## config.mk

```make
export PLATFORM = sky130hd
export DESIGN_NAME = bp_burst_to_wormhole
export DESIGN_NICKNAME = d
export VERILOG_FILES = /design/src/rtl/bp_burst_to_wormhole.sv
export SDC_FILE = /design/constraint.sdc
export NUM_CORES = 1
export LEC_CHECK = 0
export CELL_PAD_IN_SITES_DETAIL_PLACEMENT = 2
export CELL_PAD_IN_SITES_GLOBAL_PLACEMENT = 2
export CORE_AREA = 3 3 278 280
export CTS_CLUSTER_DIAMETER = 200
export CTS_CLUSTER_SIZE = 14
export DETAILED_ROUTE_END_ITERATION = 12
export DIE_AREA = 0 0 281 283
export GPL_TIMING_DRIVEN = 0
export PLACE_DENSITY_LB_ADDON = 0.1
export SYNTH_ARGS = -nofsm -noshare
export SYNTH_HDL_FRONTEND = slang
export SYNTH_SLANG_ARGS = --single-unit
export TNS_END_PERCENT = 10
```

## constraint.sdc

```tcl
create_clock -name clk_i -period 2.1 [get_ports clk_i]
set_input_delay 0.21 -clock clk_i [delete_from_list [all_inputs] [get_ports clk_i]]
set_output_delay 0.21 -clock clk_i [all_outputs]
set_load 0.02 [all_outputs]
```

## src/rtl/bp_burst_to_wormhole.sv

```systemverilog
// Converts a BedRock Burst stream (header + optional data beats) into wormhole flits.
// Latency: 0 cycles, flits are combinational slices of the presented header/beat.
// Backpressure: input ready follows link_ready_and_i on the last slice. Narrow beats are absorbed into a pack register.
// Optional sticky length checker: define BP_BURST_TO_WORMHOLE_LEN_CHECK_EN.
module bp_burst_to_wormhole #(
    parameter int flit_width_p    = 64,
    parameter int cord_width_p    = 0,
    parameter int len_width_p     = 4,
    parameter int cid_width_p     = 0,
    parameter int pr_hdr_width_p  = 124,
    parameter int pr_data_width_p = 512,
    parameter int hdr_width_p     = cord_width_p + len_width_p + cid_width_p + pr_hdr_width_p
) (
    input  logic                       clk_i,
    input  logic                       reset_n_i,
    input  logic [hdr_width_p-1:0]     pr_hdr_i,
    input  logic                       pr_hdr_v_i,
    output logic                       pr_hdr_ready_and_o,
    input  logic                       pr_has_data_i,
    input  logic [pr_data_width_p-1:0] pr_data_i,
    input  logic                       pr_data_v_i,
    output logic                       pr_data_ready_and_o,
    input  logic                       pr_last_data_i,
    output logic [flit_width_p-1:0]    link_data_o,
    output logic                       link_v_o,
    input  logic                       link_ready_and_i,
    output logic                       err_o
);
    localparam int hdr_len = hdr_width_p / flit_width_p;
    localparam int HCW = (hdr_len > 1) ? $clog2(hdr_len) : 1;
    localparam logic [HCW-1:0] HDR_LAST = HCW'(hdr_len - 1);

    typedef enum logic {e_hdr, e_data} state_e;

    state_e                  state_r, state_n;
    logic [HCW-1:0]          hdr_cnt_r;
    logic [flit_width_p-1:0] dat_flit;
    logic                    dat_v, dat_rdy;
    logic                    link_fire, in_data;

    assign link_fire = link_v_o & link_ready_and_i;
    assign in_data   = (state_r == e_data);

    always_ff @(posedge clk_i) begin
        if (!reset_n_i) begin
            state_r   <= e_hdr;
            hdr_cnt_r <= '0;
        end else begin
            state_r <= state_n;
            if (!in_data && link_fire)
                hdr_cnt_r <= (hdr_cnt_r == HDR_LAST) ? '0 : hdr_cnt_r + 1'b1;
        end
    end

    always_comb begin
        state_n             = state_r;
        link_data_o         = '0;
        link_v_o            = 1'b0;
        pr_hdr_ready_and_o  = 1'b0;
        pr_data_ready_and_o = 1'b0;
        if (reset_n_i) begin
            case (state_r)
                e_hdr: begin
                    link_data_o        = pr_hdr_i[int'(hdr_cnt_r)*flit_width_p +: flit_width_p];
                    link_v_o           = pr_hdr_v_i;
                    pr_hdr_ready_and_o = pr_hdr_v_i & link_ready_and_i & (hdr_cnt_r == HDR_LAST);
                    if (pr_hdr_ready_and_o)
                        state_n = pr_has_data_i ? e_data : e_hdr;
                end
                default: begin
                    link_data_o         = dat_flit;
                    link_v_o            = dat_v;
                    pr_data_ready_and_o = dat_rdy;
                    if (pr_data_v_i && dat_rdy && pr_last_data_i)
                        state_n = e_hdr;
                end
            endcase
        end
    end

    if (pr_data_width_p >= flit_width_p) begin : g_wide
        localparam int data_len = pr_data_width_p / flit_width_p;
        localparam int DCW = (data_len > 1) ? $clog2(data_len) : 1;
        localparam logic [DCW-1:0] DAT_LAST = DCW'(data_len - 1);

        logic [DCW-1:0] dat_cnt_r;

        assign dat_flit = pr_data_i[int'(dat_cnt_r)*flit_width_p +: flit_width_p];
        assign dat_v    = pr_data_v_i;
        assign dat_rdy  = link_ready_and_i & (dat_cnt_r == DAT_LAST);

        always_ff @(posedge clk_i) begin
            if (!reset_n_i)
                dat_cnt_r <= '0;
            else if (in_data && link_fire)
                dat_cnt_r <= (dat_cnt_r == DAT_LAST) ? '0 : dat_cnt_r + 1'b1;
        end
    end else begin : g_narrow
        localparam int els = flit_width_p / pr_data_width_p;
        localparam int PCW = $clog2(els);
        localparam logic [PCW-1:0] PK_LAST = PCW'(els - 1);

        logic [els-1:0][pr_data_width_p-1:0] pack_r, pack_out;
        logic [PCW-1:0]                      pk_cnt_r;
        logic                                pass;

        // A beat is forwarded when it fills the flit or ends the message.
        assign pass     = (pk_cnt_r == PK_LAST) | pr_last_data_i;
        assign dat_flit = pack_out;
        assign dat_v    = pr_data_v_i & pass;
        assign dat_rdy  = pass ? link_ready_and_i : 1'b1;

        always_comb begin
            pack_out = '0;
            for (int i = 0; i < els; i++) begin
                if (i < int'(pk_cnt_r))
                    pack_out[i] = pack_r[i];
                else if (i == int'(pk_cnt_r))
                    pack_out[i] = pr_data_i;
            end
        end

        always_ff @(posedge clk_i) begin
            if (!reset_n_i) begin
                pack_r   <= '0;
                pk_cnt_r <= '0;
            end else if (in_data && pr_data_v_i && dat_rdy) begin
                if (pass) begin
                    pk_cnt_r <= '0;
                end else begin
                    pack_r[pk_cnt_r] <= pr_data_i;
                    pk_cnt_r         <= pk_cnt_r + 1'b1;
                end
            end
        end
    end

`ifdef BP_BURST_TO_WORMHOLE_LEN_CHECK_EN
    logic [len_width_p-1:0] len_r, cur_len;
    logic [len_width_p:0]   flit_cnt_r;
    logic                   err_r, pkt_end;

    // Header-only packets end on their own header, so the len field is still live on the input.
    assign cur_len = in_data ? len_r : pr_hdr_i[cord_width_p +: len_width_p];
    assign pkt_end = (pr_hdr_ready_and_o & ~pr_has_data_i)
                   | (pr_data_v_i & pr_data_ready_and_o & pr_last_data_i);
    assign err_o   = err_r;

    always_ff @(posedge clk_i) begin
        if (!reset_n_i) begin
            len_r      <= '0;
            flit_cnt_r <= '0;
            err_r      <= 1'b0;
        end else begin
            if (pr_hdr_ready_and_o)
                len_r <= pr_hdr_i[cord_width_p +: len_width_p];
            if (pkt_end) begin
                flit_cnt_r <= '0;
                if (flit_cnt_r != {1'b0, cur_len})
                    err_r <= 1'b1;
            end else if (link_fire && flit_cnt_r != '1) begin
                flit_cnt_r <= flit_cnt_r + 1'b1;
            end
        end
    end
`else
    assign err_o = 1'b0;
`endif
endmodule
```

==> flow_summary.json, run 1 <==
{
  "status": "finished with violations",
  "failed_checks": "negative setup slack",
  "critPathLaunch": "g_wide.dat_cnt_r[0]",
  "synth_area_per_cell_um2": 8.57,
  "ys_seq_area_share_pct": 1.69,
  "synth_async_sr_flop_share_pct": 0,
  "synth_ff_type": "dfxtp_1",
  "rrSetupSlack_ns": 0.48,
  "synth_top_cell_by_area": "mux2_2",
  "antenna_found_initial": 19,
  "crit_fanout": 6,
  "synthTopCellsByArea": "mux2_2, mux2i_1, a221o_1",
  "synth_warnings": 0,
  "port_buffers": 713,
  "routed_wl_mm": 68.4,
  "cts_sinks": 5,
  "hold_ws_ns": 0.579,
  "cts_tree": "yes",
  "vias": 9146,
  "p_total_w": 0.00287,
  "yosysUniqueCellTypes": 31,
  "cts-root-buf": "clkbuf_16",
  "netlist.area_leader.share_pct": 36.4,
  "path_class": "reg2out",
  "fmax_mhz": 413,
  "initial_core_util_pct": 7.92,
  "arrival_ns": 2.21,
  "skew_ns": 0.000751,
  "nets": 2072,
  "setup_viol": 64,
  "drive_above_1_share_pct": 30.1,
  "dp_hpwl_mm": 59.1,
  "fill_cells": 8472,
  "routabilityCongestion": 0.741,
  "drt_first_pass_iters": 4,
  "r2r_start": "g_wide.dat_cnt_r[0]",
  "tightest_slew_ns": 0.672,
  "grt.total_usage_pct": 16.3,
  "slew-limit-headroom_pct": 55.2,
  "io_pins": 715,
  "maxCapViolations": 0,
  "cts_hold_buf": 0,
  "wl_per_cell_um": 28.5,
  "grt_setup_unrepaired": "yes",
  "finalCritPeriodShare_pct": 115,
  "placed_cells": 2373,
  "period_minus_slack_ns": 2.42,
  "grt_overflow": 0,
  "clkTransAtPathRegs_ns": 0.03,
  "rr_worst_depth": 9,
  "endpoint_kind": "output port",
  "ys_seq_elements": 5,
  "rows": 100,
  "power_density_nw_per_um2": 186,
  "grt_pass1_vias": 10677,
  "ant_nets": 0,
  "dieArea_um2": 79500,
  "grt_max_degree": 11,
  "yosysMostFrequentCell": "mux2_2",
  "setup_slack_ns": -0.321,
  "synth_edf_count": 0,
  "drc": 0,
  "die_w_um": 281,
  "hold_viol_final": 0,
  "max-vdd-ir-drop_uv": 225,
  "crit_path_end": "link_data_o[36]",
  "hold_class": "in2reg",
  "cts_made_buffers": 3,
  "setup_tns_ns": -13.12,
  "grt_pass1_wl_mm": 90.5,
  "clk_path_buf_depth": 2,
  "drt_first_iter_violations": 213,
  "place_ws_ns": -1.91,
  "layout.cells.non_filler": 2402,
  "synth_fp_nets": 1339,
  "die_y_um": 283,
  "area_growth_pct": 161,
  "syn_inst": 690,
  "r2r-end": "g_wide.dat_cnt_r[0]",
  "maxSlewViolCount": 0,
  "syn_area_um2": 5910,
  "p_leak_nw": 5.18,
  "startpoint_type": "register",
  "critPathRequiredTime_ns": 1.89,
  "insertion_delay_ns": 0.23,
  "via_per_inst": 3.81,
  "htreeDepth": 1,
  "synth_common_cells": "mux2_2, mux2i_1, a21oi_1, o21ai_0, o22ai_1",
  "placeableCoreArea_um2": 74700
}
==> worst min-delay path by stage <==
stage,start,endpoint,slack [ns],depth (start not counted)
after global routing,pr_has_data_i,in_data,0.60,2
after floorplan,pr_has_data_i,in_data,0.32,1
after detailed placement,g_wide.dat_cnt_r[2],g_wide.dat_cnt_r[2],0.64,2
after CTS,pr_has_data_i,in_data,0.58,2
after global placement,g_wide.dat_cnt_r[2],g_wide.dat_cnt_r[2],0.63,2
final,pr_has_data_i,in_data,0.58,2
==> flip-flops by register name (all words and copies together), names as in the netlist <==
signal,flops
g_wide.dat_cnt_r,3
hdr_cnt_r,1
in_data,1
==> area by class of cell <==
class / count / area, um2 / area share, %
multi-input combinational: 601 / 5830 / 37.8
buffer: 84 / 908 / 5.89
sequential: 5 / 110 / 0.715
tap: 969 / 1210 / 7.87
timing repair buffer: 728 / 7240 / 47.0
clock buffer: 4 / 78.8 / 0.512
antenna: 11 / 27.5 / 0.179
==> report_power, final <==
part / switching (W) / internal [W]
Combinational: 0.000845 / 0.00161
Sequential: 0.00000472 / 0.0000958
Clock: 0.0000612 / 0.000252
Total: 0.000911 / 0.00196
==> metrics by stage <==
step	utilization [%]	instance area (um2)
after floorplan	-	5910
after global placement	19.1	14300
after detailed placement	19.1	14300
after CTS	20.4	15200
after global routing	20.6	15400
final	20.6	15400
==> cell families (layout without fill, tap and decap cells) <==
group	after synthesis	after routing	share of synthesized area (%)
xor+xnor	1	1	0.148
simple gates	18	18	1.65
flops	5	5	1.69
buf+inv	84	816	8.65
other cells	1	12	0.0634
fa+ha+maj	2	2	0.423
compound gates	257	257	28.6
mux	322	322	58.8
==> metal layers <==
metal | vias up | GRT usage [%] | part of all wire [%]
met5 | - | 0 | 0.14
met2 | 356 | 32.4 | 55
met1 | 4485 | 17.7 | 38
met3 | 24 | 3.90 | 6.6
met4 | 14 | 1.70 | 0.41
li1 | 4267 | - | -
==> critical path: stages (launching register included) <==
cell and delay, ns:
dfxtp_4 0.35, buf_12 0.14, buf_12 0.15, buf_16 0.17, buf_16 0.16, mux2i_4 0.21
a22oi_2 0.25, o221ai_2 0.18, a21oi_1 0.17, buf_4 0.17
==> placed cells by master (no fill, tap or decap), types with 16 or more instances in the layout <==
cell,count
buf_2,16
clkbuf_2,17
a221o_1,49
o22ai_1,20
clkdlybuf4s50_1,646
o22ai_2,27
mux2i_1,124
buf_4,56
mux2_2,187
o21ai_0,61
a21oi_1,49
==> timing repair <==
action                                  CTS  global route
pin swaps                                39            10
gates resized for setup                 547            40
gates cloned                              5             0
buffers inserted                          7             2
endpoints found under the setup margin   71            65
No activity file was read; power rests on OpenSTA's default activity.
==> inputs of run 2 (changes only) <==
--- a/config.mk
+++ b/config.mk
@@ -13,7 +13,7 @@
 export DETAILED_ROUTE_END_ITERATION = 12
 export DIE_AREA = 0 0 281 283
 export GPL_TIMING_DRIVEN = 0
-export PLACE_DENSITY_LB_ADDON = 0.1
+export PLACE_DENSITY_LB_ADDON = 0.12
 export SYNTH_ARGS = -nofsm -noshare
 export SYNTH_HDL_FRONTEND = slang
 export SYNTH_SLANG_ARGS = --single-unit
==> run 2 against run 1 <==
  * The flow still finishes with violations (negative setup slack)
  * Non-clock buffer count rose by 5
  * Sequential power about the same
  * Sequential share of layout area about the same
  * Critical path type unchanged
==> flow_summary.json, run 2 (synthesized netlist as in run 1, its figures left out) <==
{
  "grt.total_usage_pct": 16.0,
  "antenna_found_initial": 14,
  "cts_made_buffers": 3,
  "endpoint_kind": "output port",
  "failed_checks": "negative setup slack",
  "dpl_cell_area_um2": 14300,
  "fmax_mhz": 410,
  "nets": 2077,
  "p_leak_nw": 5.18,
  "critPathRequiredTime_ns": 1.89,
  "port_buffers": 713,
  "placeableCoreArea_um2": 74700,
  "dr.max_layer_used": "met5",
  "wl_met2_mm": 36.9,
  "tightest_slew_ns": 0.670,
  "max-vdd-ir-drop_uv": 175,
  "htreeDepth": 1,
  "startpoint_type": "register",
  "clk_path_buf_depth": 2,
  "path_class": "reg2out",
  "placed_cells": 2373,
  "initial_core_util_pct": 7.92,
  "insertion_delay_ns": 0.23,
  "clkTransAtPathRegs_ns": 0.03,
  "drt_first_pass_iters": 4,
  "arrival_ns": 2.23,
  "status": "finished with violations",
  "regMostFlops": "g_wide.dat_cnt_r",
  "grt_setup_unrepaired": "yes",
  "grt_overflow": 0,
  "io_pins": 715,
  "largest_reg_flops": 3,
  "die_y_um": 283,
  "drc": 0,
  "maxCapViolations": 0,
  "slew-limit-headroom_pct": 55.3,
  "rows": 100,
  "wl_met1_mm": 25.2,
  "final_common_cell": "clkdlybuf4s50_1",
  "grt_pass1_wl_mm": 88.9,
  "routabilityCongestion": 0.745,
  "ant_nets": 0,
  "cts_tree": "yes",
  "setup_viol": 67,
  "route.met3.wl_mm": 4.98,
  "wl_per_cell_um": 28.3,
  "vias": 9209,
  "hold_viol_final": 0,
  "dieArea_um2": 79500,
  "maxSlewViolCount": 0,
  "setup_slack_ns": -0.338,
  "period_minus_slack_ns": 2.44,
  "die_w_um": 281,
  "dp_hpwl_mm": 58.6,
  "area_growth_pct": 164,
  "mostFrequentLayoutCells": "clkdlybuf4s50_1, mux2_2, mux2i_1, o21ai_0",
  "hold_class": "in2reg",
  "skew_ns": 0.00245,
  "finalCritPeriodShare_pct": 116,
  "cts_sinks": 5,
  "fin_area_um2": 15600,
  "grt_pass1_vias": 10787,
  "drive_above_1_share_pct": 32.0,
  "via_per_inst": 3.83,
  "routed_wl_mm": 68.1,
  "layout.cells.non_filler": 2404,
  "grt_max_degree": 11,
  "crit_fanout": 10,
  "power_density_nw_per_um2": 187,
  "cts-root-buf": "clkbuf_16",
  "drt_first_iter_violations": 134
}
[run 2: final cells by class]
class / instances / area [um2]
Antenna cell: 8 / 20.0
Multi-Input combinational cell: 601 / 5890
Clock buffer: 4 / 78.8
Buffer: 83 / 873
Tap cell: 969 / 1210
Timing Repair Buffer: 734 / 7450
Sequential cell: 5 / 108
Fill cell: 8466 / 59100
[run 2: where the power goes]
group	internal (W)	switching, W
logic	0.00165	0.000859
registers	0.0000968	0.00000502
clock network	0.000252	0.0000648
total	0.00200	0.000929
[run 2: metal layers]
layer,global-route usage (%),vias to the layer above
li1,-,4277
met4,2.72,12
met1,17.0,4486
met3,4.17,40
met2,31.5,394
met5,0,-
[run 2: worst paths after layout]
kind | from | endpoint | slack, ns | cells past startpoint
worst max-delay path | g_wide.dat_cnt_r[1] | link_data_o[19] | -0.34 | 7
worst min-delay path | pr_has_data_i | in_data | 0.57 | 2
worst max register to register | in_data | in_data | 0.57 | 4
worst min register to register | g_wide.dat_cnt_r[2] | g_wide.dat_cnt_r[2] | 0.60 | 2
[run 2: critical path: stages (launching register included)]
cell      delay, ns
dfxtp_2        0.36
nor2_2         0.43
buf_8          0.22
clkbuf_2       0.34
a22oi_2        0.17
o221ai_4       0.16
a21oi_2        0.11
buf_4          0.18
[run 2: per-stage QoR]
stage / setup TNS [ns] / setup slack, ns / total power, W / hold slack (ns) / util (%)
3_5_place_dp: -105.98 / -2.04 / 0.00254 / 0.636 / 19.1
5_1_grt: -20.83 / -0.424 / 0.00311 / 0.603 / 20.9
6_report: -15.53 / -0.338 / 0.00292 / 0.572 / 20.9
2_1_floorplan: 0 / 0.225 / 0.000828 / 0.320 / -
3_3_place_gp: -105.06 / -2.00 / 0.00252 / 0.610 / 19.1
4_1_cts: -20.13 / -0.404 / 0.00292 / 0.578 / 20.3
[run 2: timing repair]
action	CTS	global route
pin swaps	17	36
hold buffers	0	0
endpoints found under the hold margin	0	0
cloned	4	4
setup endpoints to repair	72	67
buffers inserted	7	5
resized for setup	530	94
